`src/rtl/ee201_gcd_param_if.sv`:
```
// Handshake, operand and status bundle for the ee201_gcd_param binary GCD engine.
// The master modport drives operands and control. The slave modport drives the results.
interface ee201_gcd_param_if #(
   parameter int WIDTH = 8,
   parameter int CYC_W = 16
);
   localparam int CNT_W = $clog2(WIDTH) + 1;

   logic             CEN;
   logic             Start;
   logic             Ack;
   logic [WIDTH-1:0] Ain;
   logic [WIDTH-1:0] Bin;
   logic [WIDTH-1:0] A;
   logic [WIDTH-1:0] B;
   logic [WIDTH-1:0] AB_GCD;
   logic [CNT_W-1:0] i_count;
   logic [CYC_W-1:0] Cycles;
   logic             Zero_in;
   logic             q_I;
   logic             q_Sub;
   logic             q_Mult;
   logic             q_Done;

   modport master (
      output CEN, Start, Ack, Ain, Bin,
      input  A, B, AB_GCD, i_count, Cycles, Zero_in, q_I, q_Sub, q_Mult, q_Done
   );

   modport slave (
      input  CEN, Start, Ack, Ain, Bin,
      output A, B, AB_GCD, i_count, Cycles, Zero_in, q_I, q_Sub, q_Mult, q_Done
   );
endinterface

```
`src/rtl/ee201_gcd_param.sv`:
```
// Width-generic binary (Stein) GCD engine with a Start/Ack handshake, one-hot state outputs,
// zero-operand bypass, a clock-enable freeze and a saturating count of busy cycles.
module ee201_gcd_param #(
   parameter int WIDTH = 8,
   parameter int CYC_W = 16
) (
   input logic               Clk,
   input logic               Reset_n,
   ee201_gcd_param_if.slave  bus
);
   localparam int CNT_W = $clog2(WIDTH) + 1;

   typedef enum logic [3:0] {
      S_I    = 4'b0001,
      S_SUB  = 4'b0010,
      S_MULT = 4'b0100,
      S_DONE = 4'b1000
   } state_t;

   state_t           state_q, state_d;
   logic [WIDTH-1:0] a_q, a_d;
   logic [WIDTH-1:0] b_q, b_d;
   logic [WIDTH-1:0] gcd_q, gcd_d;
   logic [CNT_W-1:0] icnt_q, icnt_d;
   logic [CYC_W-1:0] cyc_q, cyc_d;
   logic             zero_q, zero_d;
   logic [CYC_W-1:0] cyc_inc;
   logic             zero_op;

   assign cyc_inc = (cyc_q == {CYC_W{1'b1}}) ? cyc_q : cyc_q + CYC_W'(1);
   assign zero_op = (bus.Ain == '0) || (bus.Bin == '0);

   always_ff @(posedge Clk or negedge Reset_n) begin
      if (!Reset_n) begin
         state_q <= S_I;
         a_q     <= '0;
         b_q     <= '0;
         gcd_q   <= '0;
         icnt_q  <= '0;
         cyc_q   <= '0;
         zero_q  <= 1'b0;
      end else begin
         state_q <= state_d;
         a_q     <= a_d;
         b_q     <= b_d;
         gcd_q   <= gcd_d;
         icnt_q  <= icnt_d;
         cyc_q   <= cyc_d;
         zero_q  <= zero_d;
      end
   end

   always_comb begin
      state_d = state_q;
      a_d     = a_q;
      b_d     = b_q;
      gcd_d   = gcd_q;
      icnt_d  = icnt_q;
      cyc_d   = cyc_q;
      zero_d  = zero_q;
      if (bus.CEN) begin
         case (state_q)
            S_I: begin
               if (bus.Start) begin
                  a_d    = bus.Ain;
                  b_d    = bus.Bin;
                  icnt_d = '0;
                  cyc_d  = '0;
                  zero_d = zero_op;
                  // gcd(0,x)=x and gcd(0,0)=0, so an OR gives the answer directly
                  gcd_d   = zero_op ? (bus.Ain | bus.Bin) : '0;
                  state_d = zero_op ? S_DONE : S_SUB;
               end
            end
            S_SUB: begin
               cyc_d = cyc_inc;
               if (a_q == b_q) begin
                  gcd_d   = a_q;
                  state_d = S_MULT;
               end else if (!a_q[0] && !b_q[0]) begin
                  a_d    = a_q >> 1;
                  b_d    = b_q >> 1;
                  icnt_d = icnt_q + CNT_W'(1);
               end else if (!a_q[0]) begin
                  a_d = a_q >> 1;
               end else if (!b_q[0]) begin
                  b_d = b_q >> 1;
               end else if (a_q > b_q) begin
                  a_d = a_q - b_q;
               end else begin
                  b_d = b_q - a_q;
               end
            end
            S_MULT: begin
               cyc_d = cyc_inc;
               // Restore the common powers of two stripped off during reduction
               if (icnt_q == '0) begin
                  state_d = S_DONE;
               end else begin
                  gcd_d  = gcd_q << 1;
                  icnt_d = icnt_q - CNT_W'(1);
               end
            end
            S_DONE: begin
               if (bus.Ack) begin
                  state_d = S_I;
               end
            end
            default: begin
               state_d = S_I;
            end
         endcase
      end
   end

   assign bus.A       = a_q;
   assign bus.B       = b_q;
   assign bus.AB_GCD  = gcd_q;
   assign bus.i_count = icnt_q;
   assign bus.Cycles  = cyc_q;
   assign bus.Zero_in = zero_q;
   assign bus.q_I     = state_q[0];
   assign bus.q_Sub   = state_q[1];
   assign bus.q_Mult  = state_q[2];
   assign bus.q_Done  = state_q[3];
endmodule

```
`src/flat_wrapper.sv`:
```
// flat-port wrapper written by rule: the top's interface ports become plain ports
module ee201_gcd_param_flat 
#(
   parameter int WIDTH = 8,
   parameter int CYC_W = 16
)
  (Clk, Reset_n, bus_CEN, bus_Start, bus_Ack, bus_Ain, bus_Bin, bus_A, bus_B, bus_AB_GCD, bus_i_count, bus_Cycles, bus_Zero_in, bus_q_I, bus_q_Sub, bus_q_Mult, bus_q_Done);
  ee201_gcd_param_if #(.WIDTH(WIDTH), .CYC_W(CYC_W)) bus_i ();
  input logic Clk;
  input logic Reset_n;
  input wire logic [$bits(bus_i.CEN)-1:0] bus_CEN;
  input wire logic [$bits(bus_i.Start)-1:0] bus_Start;
  input wire logic [$bits(bus_i.Ack)-1:0] bus_Ack;
  input wire logic [$bits(bus_i.Ain)-1:0] bus_Ain;
  input wire logic [$bits(bus_i.Bin)-1:0] bus_Bin;
  output wire logic [$bits(bus_i.A)-1:0] bus_A;
  output wire logic [$bits(bus_i.B)-1:0] bus_B;
  output wire logic [$bits(bus_i.AB_GCD)-1:0] bus_AB_GCD;
  output wire logic [$bits(bus_i.i_count)-1:0] bus_i_count;
  output wire logic [$bits(bus_i.Cycles)-1:0] bus_Cycles;
  output wire logic [$bits(bus_i.Zero_in)-1:0] bus_Zero_in;
  output wire logic [$bits(bus_i.q_I)-1:0] bus_q_I;
  output wire logic [$bits(bus_i.q_Sub)-1:0] bus_q_Sub;
  output wire logic [$bits(bus_i.q_Mult)-1:0] bus_q_Mult;
  output wire logic [$bits(bus_i.q_Done)-1:0] bus_q_Done;
  assign bus_i.CEN = bus_CEN;
  assign bus_i.Start = bus_Start;
  assign bus_i.Ack = bus_Ack;
  assign bus_i.Ain = bus_Ain;
  assign bus_i.Bin = bus_Bin;
  assign bus_A = bus_i.A;
  assign bus_B = bus_i.B;
  assign bus_AB_GCD = bus_i.AB_GCD;
  assign bus_i_count = bus_i.i_count;
  assign bus_Cycles = bus_i.Cycles;
  assign bus_Zero_in = bus_i.Zero_in;
  assign bus_q_I = bus_i.q_I;
  assign bus_q_Sub = bus_i.q_Sub;
  assign bus_q_Mult = bus_i.q_Mult;
  assign bus_q_Done = bus_i.q_Done;
  ee201_gcd_param #(.WIDTH(WIDTH), .CYC_W(CYC_W)) u_core (.Clk(Clk), .Reset_n(Reset_n), .bus(bus_i));
endmodule
```
`config.mk`:
```
export PLATFORM = sky130hd
export DESIGN_NAME = ee201_gcd_param_flat
export DESIGN_NICKNAME = d
export VERILOG_FILES = /design/src/rtl/ee201_gcd_param_if.sv /design/src/rtl/ee201_gcd_param.sv /design/src/flat_wrapper.sv
export SDC_FILE = /design/constraint.sdc
export NUM_CORES = 1
export LEC_CHECK = 0
export ABC_AREA = 1
export CORE_UTILIZATION = 30
export CTS_CLUSTER_SIZE = 40
export DETAILED_ROUTE_END_ITERATION = 8
export PLACE_DENSITY_LB_ADDON = 0.2
export SLEW_MARGIN = 40
export SYNTH_ARGS = -nofsm -noshare
export SYNTH_HDL_FRONTEND = slang
export SYNTH_SLANG_ARGS = --single-unit
```
`constraint.sdc`:
```
create_clock -name Clk -period 5.25 [get_ports Clk]
set_clock_uncertainty 0.2 [all_clocks]
set_input_delay 0.7875 -clock Clk [delete_from_list [all_inputs] [get_ports Clk]]
set_output_delay 0.7875 -clock Clk [all_outputs]
set_load 0.005 [all_outputs]
```
==> out/results.txt <==
The run gives 0.299 as the share of the yosys chip area belonging to registers. The total clock buffers created by CTS is 5, and the leakage power is 2.40 nW. In this design, the stage delay of the slowest critical-path cell is 0.49 ns. The logs give 2500 um^2 for the combined area of the multi-input logic cells and 1404 for the fill cell instance count of the final layout. Post-route worst setup slack: 2.48 ns. In this run the number of H-tree levels came out at 2.

The worst min-delay path class is reg -> reg. The tree is rooted in a clkbuf_16. For this run the aggregate overflow at the end of global routing stands at 0.

Capturing element type of the critical path: a register. The number of cells upsized or downsized after cts is 0, and the average wire length per cell after detail routing is 14.6 um. After detailed routing, the number of vias per cell comes to 4.82.

Dividing total power by cell area gives a power density of 558 nW/um^2. Leaving out fill and tap cells, the most frequent cell in the layout is nand2_1. Detailed placement finished with a half-perimeter wire length of 9540 um. The path with the worst hold slack has its endpoint at u_core.bus.AB_GCD[7]. STA puts the critical path data required time at 5.29 ns. The die covers 14200 um^2. The clock period minus worst slack works out to 2.77 ns. Counting instances, the worst hold path has a depth of 2.

The total track usage is 0.181. The library cell appearing most often on the critical path is nand2_1. OpenSTA, run right after detailed placement, puts the worst setup slack at 2.31 ns.

The worst hold slack was 0.303 ns. After the first detailed-routing iteration, the DRC count stood at 241. The net count of the finished layout is 709. Launch point of the worst reg-to-reg path: u_core.bus.A[0]. Entering global routing, the biggest net connects 50 pins. Power comes to 2.84 mW.

After technology mapping, the gate count stands at 601. The number of distinct library cells after synthesis came out at 43. Origin of the worst min-delay path: u_core.bus.AB_GCD[7]. The tools report the capture point of the worst reg-to-reg path as u_core.bus.B[4]. TritonCTS built the clock tree. Detailed routing inserted a total of 4061 vias.

The run gives 0 as the DRC violation count after routing. The global placer's final weighted congestion was 0.877. The per-instance average area after synthesis was 6.83 um^2. The combined buffer and inverter count along the critical path is 2. At the worst endpoint, the arrival time is 2.81 ns. For the final count of hold timing violations, the log shows 0. The worst setup path is launched from a register. Measured slew at the worst slew-check pin: 0.650 ns.

Setup violations remaining at the end of the flow were counted as 0. The count of nets left with antenna violations once routing finished came out at 0. After clock tree synthesis, the flow added hold-fix buffers numbering 0. The tools report the count of yosys warnings during synthesis as 0. The tools report the count of antenna diodes in the layout as 0. The area taken by flip-flops and latches was 1230 um^2; the fmax was 362 MHz. The die is 119 um tall. During I/O placement, the number of pins put on the boundary was 70. The run gives 0 as the count of max-cap constraint violations.

Setup repair after global routing left no endpoint under its margin. Among cell families on the critical path, the largest total delay comes from simple AND/OR/NAND/NOR gates. Row generation in the floorplan step produced 42 rows. The number of cells on the worst reg-to-reg path is 13. The flow ran to the end, and the final reports show no timing, DRC or antenna violations.

The via count of the first global-routing pass is 3871. The placed instances occupy a cell area of 4940 um^2. Number of sinks driven by the clock tree: 49.

The critical path is of the reg -> reg type. For the final routed database, the setup TNS stands at 0 ns. The tools report the first-pass GRT wire length as 20400 um. Across all register-to-register paths, the minimum setup slack is 2.48 ns. On the critical path, the stage with the largest delay is an instance of dfrtp_1.

Along the worst path, the maximum fanout reaches 7. The post-synthesis instance area came out at 4110 um^2. The fraction of final layout cells with drive strength greater than 1 is 0.0916.

The relative area change from synthesis to final layout came out at 24.0%. For the sum of routed wire length over all layers, the log shows 12300 um. The longest clock path from root to sink contains 2 buffers.

In this run the post-CTS setup repair buffer count came out at 0. Measured along the x axis, the die boundary spans 119 um. In this run, placement finished with an instance count of 834. The clock latency reported for the late side of the worst-skew pair was 0.30 ns. The initial antenna violation count came out at 0.

For this run, the detailed router's first-pass iteration total came to 5. The signal on the critical path passes through inv_1, ha_1, inv_1, fa_1, nand3_1, nand3_1, nand2_1, nand2_2, nand2_2, nand2_1, o21ai_0, nand2_1, nand2_1. The clock transition at the register clock pins on the worst setup and hold paths after CTS is 0.07 ns. In the layout the commonest cells are nand2_1 (168), inv_1 (76), clkdlybuf4s50_1 (68). Buffers placed on the I/O ports in this run total 69.

The number of pins exceeding their max-slew limit in the final report is 0, and the share of the cycle needed by the critical path after routing is 0.527. The starting density of the core was 0.309. The core region is 13300 um^2.

After synthesis the netlist holds a flip-flop and latch count of 49. The net count after synthesis was 645; the largest vdd supply drop was 0.215 mV. The relative slew slack is 0.567. The core utilization of the finished layout is 0.383.

The finished layout holds 842 standard cells, fillers aside. Summing all non-filler instances in the final layout gives an area of 5090 um^2.
flip-flops by register name, indices dropped and copies added, names as in the netlist:
signal / count
u_core.bus.Cycles: 16
u_core.bus.AB_GCD: 8
u_core.bus.A: 8
u_core.bus.B: 8
u_core.bus.i_count: 4
u_core.state_q: 4
u_core.bus.Zero_in: 1
cell families after synthesis:
kind of cell / after synthesis / synth area share
AND/OR/NAND/NOR: 335 / 0.381
buffers and inverters: 94 / 0.0945
AO/OA/AOI/OAI: 82 / 0.111
flip-flops: 49 / 0.299
adder cells (fa/ha/maj): 23 / 0.0756
XOR/XNOR: 17 / 0.0363
multiplexers: 1 / 0.00274
report_power, final:
group / switching [mW] / total, mW / internal [mW]
clock: 0.164 / 0.342 / 0.178
sequential: 0.156 / 0.647 / 0.491
combinational: 1.18 / 1.85 / 0.671
total: 1.50 / 2.84 / 1.34
metal layers:
layer / share of wire / track usage / up-vias
met5: 0 / 0 / -
met4: 0.017 / 0.0491 / 0
met3: 0.048 / 0.0239 / 13
met2: 0.44 / 0.279 / 119
met1: 0.49 / 0.263 / 1890
li1: - / - / 2039
synth_stat cells (all sizes together):
| master | count | share of area |
|---|---|---|
| nor2 | 75 | 0.083 |
| clkinv | 1 | 0.00091 |
| nand3 | 53 | 0.076 |
| nor3 | 14 | 0.022 |
| mux2 | 1 | 0.0027 |
| a21o | 1 | 0.0018 |
| nand4 | 9 | 0.019 |
| xor2 | 15 | 0.032 |
| fa | 3 | 0.015 |
| ha | 20 | 0.061 |
| xnor2 | 2 | 0.0043 |
| nor3b | 1 | 0.0018 |
| or2 | 2 | 0.0030 |
| o21ai | 42 | 0.060 |
| o21bai | 1 | 0.0018 |
| dfrtp | 48 | 0.29 |
| o22ai | 1 | 0.0015 |
| a21oi | 36 | 0.044 |
| clkbuf | 4 | 0.0037 |
| nand2 | 180 | 0.17 |
| nand3b | 1 | 0.0018 |
| dfstp | 1 | 0.0064 |
| inv | 80 | 0.074 |
| a21boi | 1 | 0.0018 |
| buf | 9 | 0.016 |
how the worst max path moves through the flow:
stage,start,end,cells past startpoint
2_1_floorplan,u_core.bus.A[0],u_core.bus.A[1],14
3_3_place_gp,bus_Bin[1],u_core.bus.AB_GCD[5],8
3_5_place_dp,bus_Bin[1],u_core.bus.AB_GCD[4],8
4_1_cts,u_core.bus.A[0],u_core.bus.B[4],13
5_1_grt,u_core.bus.A[0],u_core.bus.B[4],13
6_report,u_core.bus.A[0],u_core.bus.B[4],13
worst register-to-register path, stage by stage (launching register included):
cell	delay, ns
dfrtp_1	0.49
inv_1	0.19
ha_1	0.17
inv_1	0.06
fa_1	0.40
nand3_1	0.08
nand3_1	0.14
nand2_1	0.11
nand2_2	0.09
nand2_2	0.14
nand2_1	0.17
o21ai_0	0.33
nand2_1	0.09
nand2_1	0.06
area by class of cell:
class                      count  area share
clock buffer                   5      0.0246
tap                          176      0.0433
multi-input combinational    458       0.491
inverter                      81      0.0602
timing repair buffer          70       0.136
sequential                    49       0.241
clock inverter                 3     0.00418
Power figures use the tool's default switching activity.
